`src/rtl/pwm_led_array.sv`:
```
// Multi-channel PWM LED driver: per-channel static duty or a shared triangle
// breathing ramp with per-channel phase offset. Targets latch once per period.
module pwm_led_array #(
  parameter int N_CH       = 6,
  parameter int CNT_W      = 8,
  parameter int STEP_DIV   = 64,
  parameter int PHASE_OFS  = 32,
  parameter bit ACTIVE_LOW = 1'b1,
  localparam int CH_W      = (N_CH > 1) ? $clog2(N_CH) : 1
) (
  input  logic             clk,
  input  logic             rst_n,
  input  logic             en,
  input  logic             mode,
  input  logic             wr_en,
  input  logic [CH_W-1:0]  wr_ch,
  input  logic [CNT_W-1:0] wr_duty,
  output logic             period_start,
  output logic [N_CH-1:0]  led
);

  localparam int DIV_W = (STEP_DIV > 1) ? $clog2(STEP_DIV) : 1;
  localparam logic [CNT_W-1:0] PMAX     = CNT_W'((2 ** CNT_W) - 2);
  localparam logic [DIV_W-1:0] DIV_LAST = DIV_W'(STEP_DIV - 1);
  localparam logic [N_CH-1:0]  LED_OFF  = {N_CH{ACTIVE_LOW}};

  logic [CNT_W-1:0] cnt;
  logic [DIV_W-1:0] div;
  logic [CNT_W:0]   phase;
  logic             wrap;
  logic [N_CH-1:0]  on_next;

  // Last slot of the period: the edge on which shadows load and the breath steps.
  assign wrap = en && (cnt == PMAX);

  always_ff @(posedge clk or negedge rst_n) begin
    if (!rst_n) begin
      cnt          <= '0;
      div          <= '0;
      phase        <= '0;
      period_start <= 1'b0;
    end else if (!en) begin
      cnt          <= '0;
      div          <= '0;
      phase        <= '0;
      period_start <= 1'b0;
    end else begin
      period_start <= wrap;
      if (wrap) begin
        cnt <= '0;
        if (div == DIV_LAST) begin
          div   <= '0;
          phase <= phase + 1'b1;
        end else begin
          div <= div + 1'b1;
        end
      end else begin
        cnt <= cnt + 1'b1;
      end
    end
  end

  for (genvar gi = 0; gi < N_CH; gi++) begin : gen_ch
    localparam logic [CNT_W:0] OFS = (CNT_W+1)'((gi * PHASE_OFS) % (2 ** (CNT_W + 1)));

    logic [CNT_W-1:0] duty_reg;
    logic [CNT_W-1:0] shd_reg;
    logic [CNT_W:0]   p;
    logic [CNT_W-1:0] tri_val;

    // Upper phase half mirrors the ramp, giving 0..max,max..0.
    assign p       = phase + OFS;
    assign tri_val = p[CNT_W] ? ~p[CNT_W-1:0] : p[CNT_W-1:0];
    assign on_next[gi] = en && (cnt < shd_reg);

    always_ff @(posedge clk or negedge rst_n) begin
      if (!rst_n) begin
        duty_reg <= '0;
      end else if (wr_en && (wr_ch == CH_W'(gi))) begin
        duty_reg <= wr_duty;
      end
    end

    always_ff @(posedge clk or negedge rst_n) begin
      if (!rst_n) begin
        shd_reg <= '0;
      end else if (wrap) begin
        shd_reg <= mode ? tri_val : duty_reg;
      end
    end
  end

  always_ff @(posedge clk or negedge rst_n) begin
    if (!rst_n) begin
      led <= LED_OFF;
    end else begin
      led <= on_next ^ LED_OFF;
    end
  end

endmodule

```
`config.mk`:
```
export PLATFORM = sky130hd
export DESIGN_NAME = pwm_led_array
export DESIGN_NICKNAME = d
export VERILOG_FILES = /design/src/rtl/pwm_led_array.sv
export SDC_FILE = /design/constraint.sdc
export NUM_CORES = 1
export LEC_CHECK = 0
export CORE_MARGIN = 5
export CORE_UTILIZATION = 35
export CTS_CLUSTER_DIAMETER = 150
export DETAILED_ROUTE_END_ITERATION = 8
export GPL_ROUTABILITY_DRIVEN = 0
export PLACE_DENSITY = 0.54
export SYNTH_ARGS = -nofsm -noshare
export SYNTH_HDL_FRONTEND = slang
export SYNTH_SLANG_ARGS = --single-unit
```
`constraint.sdc`:
```
create_clock -name clk -period 2.17 [get_ports clk]
set_clock_uncertainty 0.2 [all_clocks]
set_input_delay 0.651 -clock clk [delete_from_list [all_inputs] [get_ports clk]]
set_output_delay 0.651 -clock clk [all_outputs]
set_load 0.02 [all_outputs]
```
==> results.cfg, run 1 <==
[critical_path]
startpoint_type = flip-flop
rrSetupSlack_ns = -0.06
endpoint_kind = flip-flop
crit_type = reg2reg
cp-endpoint = phase[8]
reg2reg_depth = 6
crit_start = div[0]
reg2reg_from = div[0]
crit_arrival_ns = 2.33
critical_path_required_ns = 2.27
rr_endpoint = phase[8]
critPathMaxFanout = 5

[floorplanning]
die_h_um = 152
core.rowCount = 51
die_x_um = 152
io_pins = 23
start_util_pct = 35.8
design.die.area_um2 = 23000
core_um2 = 19700

[pwr]
leakagePower_uw = 0.00384
pwr-share-comb_pct = 9.6
p_int_uw = 4440
pwr-share-seq_pct = 46.6
p_per_area_nw_per_um2 = 676
swShare_pct = 24.2
p_switching_uw = 1420
ir_drop_mv = 0.560
power.share.clock_pct = 43.8
p_total_uw = 5850

[yosys]
synth_compound_area_share_pct = 11.9
postSynth.asyncResetShare_pct = 100
synth_top_area_share_pct = 42.7
synth-edff-count = 0
postSynthCellCount = 674
netlist-cell-type-count = 49
synth-simple-area-share_pct = 11.0
ys_top_cells_by_area = dfrtp_1 43%, ha_1 9.1%, mux2_2 7.7%
syn-num-nets = 741
synth_warnings = 0
synth_ff_type = dfrtp_1
avgSynthCellArea_um2 = 10.4
yosys.area.top_type = dfrtp_1
synthXorXnorAreaFrac_pct = 7.82
synth-seq-cells = 126
synthMuxAreaShare_pct = 10.4
synth_top_family_by_area = compound AO/OA/AOI/OAI gates
synth_fa_ha_area_share_pct = 9.07
syn_area_um2 = 7040
ys_seq_area_share_pct = 44.9

[sta]
finalMaxSlewViolations = 0
postLayoutSetupSlackWorst_ns = -0.0572
max_freq_ghz = 0.449
worst_pin_slew_ns = 0.448
period_needed_ns = 2.23
hold_violations = 0
relSlewSlack_pct = 69.9
timing.final.crit_share_pct = 103
setup_viol = 4
rsz0062_at_grt = yes

[global_route]
grt_pass1_vias = 5193
overflow = 0
grt_pass1_wl_um = 28700
track_usage_pct = 15.6
antenna_found_initial = 0
grt_start_max_net_pins = 45

[route]
routed_via_density = 5.00
wirelength_um = 17300
vias = 5081
drt_pass1_iterations = 4
wl_per_cell_um = 17.1
drcViolationCount = 0
drtIter0Drc = 207
ant_nets = 0

[placed_design]
placedCellCount = 980
port-buffer-count = 22
place_hpwl_um = 13500

[clocking]
cts_tree = yes
clkTransAtPathRegs_ns = 0.06
cts.path.max_buffers = 2
htree_levels = 4
cts-buffers-inserted = 17
cts_root_buffer = clkbuf_16
clock_latency_ns = 0.42
cts_sinks = 126

[run_status]
status = finished with violations
violations = setup timing

[finish]
stdcell_count = 1016
diodes = 0
nFillCells = 1904
final_util_pct = 44.0
syn2layout_area_growth_pct = 22.9
drive_gt1_share_pct = 22.9
fin_nets = 805

[run]
maxCapViolations = 0

[hold_path]
hold_class = reg2reg
-- power groups by stage --
stage	registers [µW]	clock network [µW]	logic, µW
2_1_floorplan	2700	0	333
5_1_grt	2750	2740	627
3_5_place_dp	2770	0	572
6_report	2730	2560	561
4_1_cts	2720	2630	571
3_3_place_gp	2760	0	554
-- timing repair --
| action | CTS | global route |
|---|---|---|
| hold buffers | 1 | 0 |
| hold endpoints to repair | 14 | 0 |
| endpoints found under the setup margin | 12 | 13 |
| resized for setup | 15 | 7 |
| gates cloned | 1 | 0 |
| setup buffers | 1 | 1 |
| pin swaps | 7 | 2 |
-- cells by family (layout without fill, tap and decap cells) --
| kind of cell | after synthesis | count (layout) |
|---|---|---|
| xor gates and xnor gates | 58 | 58 |
| buffers and inverters | 90 | 167 |
| adders and majority gates | 51 | 51 |
| and+or+nand+nor | 153 | 153 |
| DFF | 126 | 126 |
| AOI/OAI and AO/OA | 129 | 129 |
| muxes | 67 | 67 |
-- metal layers --
layer	track usage [%]	part of all wire [%]
met5	0	0
met4	4.49	1.5
met1	22.4	50
met3	3.10	3.2
met2	23.9	45
-- worst min path at each step --
stage                                       to                  from  cells after the start
final                     gen_ch[2].shd_reg[1]  gen_ch[2].shd_reg[1]                      2
after global routing                    div[5]                div[5]                      1
after CTS                 gen_ch[2].shd_reg[1]  gen_ch[2].shd_reg[1]                      2
after detailed placement  gen_ch[2].shd_reg[1]  gen_ch[2].shd_reg[1]                      2
after global placement    gen_ch[4].shd_reg[3]  gen_ch[4].shd_reg[3]                      2
after floorplan                         cnt[0]                 rst_n                      0
-- layout by cell type, fill, tap and decap left out, drive strengths merged, types with 4 or more instances in the layout --
| cell | n |
|---|---|
| a21oi | 28 |
| a211o | 11 |
| nor2b | 9 |
| inv | 51 |
| a211oi | 4 |
| a31o | 6 |
| a2111o | 5 |
| nor2 | 28 |
| o21ai | 45 |
| xor2 | 16 |
| clkdlybuf4s50 | 13 |
| xnor2 | 40 |
| buf | 61 |
| nand2 | 54 |
| clkbuf | 27 |
| ha | 51 |
| dfstp | 6 |
| nor3 | 5 |
| o211ai | 15 |
| nand2b | 9 |
| mux2i | 19 |
| nand3 | 12 |
| nand4 | 4 |
| mux2 | 48 |
| nand3b | 7 |
| and3 | 7 |
| o31ai | 4 |
| dlygate4sd2 | 7 |
| clkinv | 4 |
| dfrtp | 120 |
| or4 | 5 |
-- metrics by stage --
step | setup WS, ns | area (µm²) | hold slack [ns] | setup TNS, ns
6_report | -0.0572 | 8650 | 0.281 | -0.168
4_1_cts | -0.0585 | 8610 | 0.287 | -0.172
3_3_place_gp | -0.170 | 8000 | 0.269 | -6.67
2_1_floorplan | -0.0332 | 7090 | 0.155 | -0.0848
3_5_place_dp | -0.199 | 8000 | 0.275 | -9.52
5_1_grt | -0.113 | 8650 | 0.310 | -0.483
-- Yosys cell counts (all sizes together) (4+ instances only) --
cell type and n:
a2111o 5, ha 51, mux2i 19, xnor2 40
xor2 16, nand2 54, nand4 4, mux2 48
a31o 6, a21oi 28, buf 6, o21ai 45
a211o 11, nor2b 9, dfrtp 120, nand3 12
or4 5, dfstp 6, o211ai 15, a211oi 4
nor2 28, and3 7, nor3 5, clkbuf 32
inv 51, nand3b 7, o31ai 4, nand2b 9
-- layout make-up --
| type | instances | area [µm²] | share of cell area (%) |
|---|---|---|---|
| clock buffers | 27 | 503 | 5.81 |
| multi-input cells | 458 | 3620 | 41.8 |
| flip-flops and latches | 126 | 3160 | 36.5 |
| repair buffers | 83 | 805 | 9.30 |
| well taps | 265 | 332 | 3.83 |
| clock inverters | 5 | 33.8 | 0.390 |
| inverters | 52 | 198 | 2.28 |
-- critical path: stages (launching register included) --
cell and delay [ns]:
dfrtp_1 0.36, ha_2 0.20, nand3_2 0.08, or4_4 0.52
bufbuf_16 0.29, o31a_1 0.28, o21a_1 0.18
Note: power is estimated with default switching activity, not from simulation.
==> run 2: changes to the inputs <==
Settings changed: GPL_ROUTABILITY_DRIVEN 0 to default, PLACE_DENSITY 0.54 to 0.48.
Clock period 2.17 ns to 1.96 ns, I/O delays scaled along.
==> results.cfg, run 2 (same netlist as run 1, synthesis figures left out) <==
[run_status]
status = finished with violations
violations = setup timing

[sta]
rsz0062_at_grt = yes
finalSetupTns_ns = -1.30
hold_violations = 0
setup_viol = 10
period_needed_ns = 2.17
finalMaxSlewViolations = 0
relSlewSlack_pct = 61.7
postLayoutSetupSlackWorst_ns = -0.214
max_freq_ghz = 0.460
worst_pin_slew_ns = 0.575
timing.final.crit_share_pct = 111

[clocking]
cts_tree = yes
cts_root_buffer = clkbuf_16
htree_levels = 4
clkTransAtPathRegs_ns = 0.06
clock_latency_ns = 0.42
cts-buffers-inserted = 17
cts.path.max_buffers = 2
cts_sinks = 126

[pwr]
ir_drop_mv = 0.582
p_total_uw = 6690
pwr-share-seq_pct = 45.2
pwr-share-comb_pct = 9.4
p_int_uw = 5040
swShare_pct = 24.7
p_per_area_nw_per_um2 = 737
leakagePower_uw = 0.00394
power.share.clock_pct = 45.4
p_switching_uw = 1650

[critical_path]
endpoint_kind = flip-flop
startpoint_type = flip-flop
critPathMaxFanout = 7
critical_path_required_ns = 2.11
reg2reg_from = cnt[0]
crit_type = reg2reg
cp_slowest_stage_delay_ns = 0.56
crit_start = cnt[0]
crit_arrival_ns = 2.32
path_cells = inv_4, ha_4, nand3_2, or4_4, or4_4, a21oi_2
slowest_stage = or4_4
cp_common_cell = or4_4

[placed_design]
placedCellCount = 993
place_hpwl_um = 13800
place_area_um2 = 8160
place_congestion = 0.815
port-buffer-count = 22

[global_route]
track_usage_pct = 16.3
grt_pass1_vias = 5097
grt_pass1_wl_um = 29500
antenna_found_initial = 0
overflow = 0
grt_start_max_net_pins = 93

[floorplanning]
design.die.area_um2 = 23000
die_x_um = 152
start_util_pct = 35.8
core.rowCount = 51
io_pins = 23
die_h_um = 152
core_um2 = 19700

[finish]
mostFrequentLayoutCells = 117 x dfrtp_1, 63 x buf_4, 52 x nand2_1, 49 x inv_1, 48 x mux2_2
syn2layout_area_growth_pct = 28.9
fin_nets = 823
final_area_um2 = 9070
stdcell_count = 1034
diodes = 0
final_common_cell = dfrtp_1
drive_gt1_share_pct = 30.9
final_util_pct = 46.2

[route]
wl_per_cell_um = 18.1
ant_nets = 0
drcViolationCount = 0
wirelength_um = 18800
drtIter0Drc = 285
vias = 5170
drt_pass1_iterations = 4
routed_via_density = 5.00

[hold_path]
hold_class = reg2reg
hp-start = gen_ch[0].shd_reg[0]

[run]
maxCapViolations = 0
==> run 2: cell types whose count changed in the layout (fill, tap and decap cells not counted), sizes merged <==
cell	before	now
clkbuf	27	23
bufbuf	1	0
dlygate4sd2	7	1
buf	61	86
bufinv	0	1
clkinvlp	2	3
clkinv	4	6
==> run 2: layout make-up <==
type,instances,area [µm²]
repair buffers,101,916
clock inverters,9,85.1
fillers,1883,10600
multi-input cells,458,3890
flip-flops and latches,126,3160
well taps,265,332
inverters,52,200
clock buffers,23,488
==> run 2: per-stage QoR <==
step	hold slack, ns	setup slack (ns)
2_1_floorplan	0.0924	-0.209
3_5_place_dp	0.202	-0.361
4_1_cts	0.272	-0.181
3_3_place_gp	0.202	-0.326
5_1_grt	0.317	-0.253
6_report	0.274	-0.214
==> run 2: layer usage <==
| layer | up-vias | global-route usage (%) | routed length (µm) |
|---|---|---|---|
| met5 | - | 0 | 0 |
| met4 | 0 | 4.32 | 260 |
| met3 | 18 | 3.44 | 449 |
| met2 | 77 | 24.4 | 8390 |
| met1 | 2568 | 24.1 | 9660 |
| li1 | 2507 | - | - |
==> run 2: power by group through the flow <==
stage / Sequential, µW / Clock [µW] / Combinational, µW
4_1_cts: 3020 / 3100 / 634
5_1_grt: 3050 / 3230 / 698
3_5_place_dp: 3060 / 0 / 632
6_report: 3020 / 3040 / 627
3_3_place_gp: 3060 / 0 / 614
2_1_floorplan: 2980 / 0 / 369
==> run 2: what timing repair did <==
| action | in CTS | in global routing |
|---|---|---|
| endpoints found under the hold margin | 3 | 0 |
| hold buffers | 1 | 0 |
| resized for setup | 53 | 28 |
| pin swaps | 10 | 8 |
| setup endpoints to repair | 43 | 39 |
| setup buffers | 6 | 2 |
==> run 2: path summary, 6_finish.rpt <==
path / end / slack [ns] / depth (start not counted)
max: phase[7] / -0.21 / 6
min: gen_ch[0].shd_reg[0] / 0.27 / 2
max reg2reg: phase[7] / -0.21 / 6
min reg2reg: gen_ch[0].shd_reg[0] / 0.27 / 2
max in group asynchronous: gen_ch[1].duty_reg[6] / 0.56 / 3
min in group asynchronous: period_start / 0.31 / 2
==> run 2: critical path: cells and delay by family (launching register included) <==
family	cells	cell delay (ns)
and+or+nand+nor	3	1.15
buffers and inverters	1	0.07
DFF	1	0.40
AOI/OAI and AO/OA	1	0.14
adders and majority gates	1	0.13
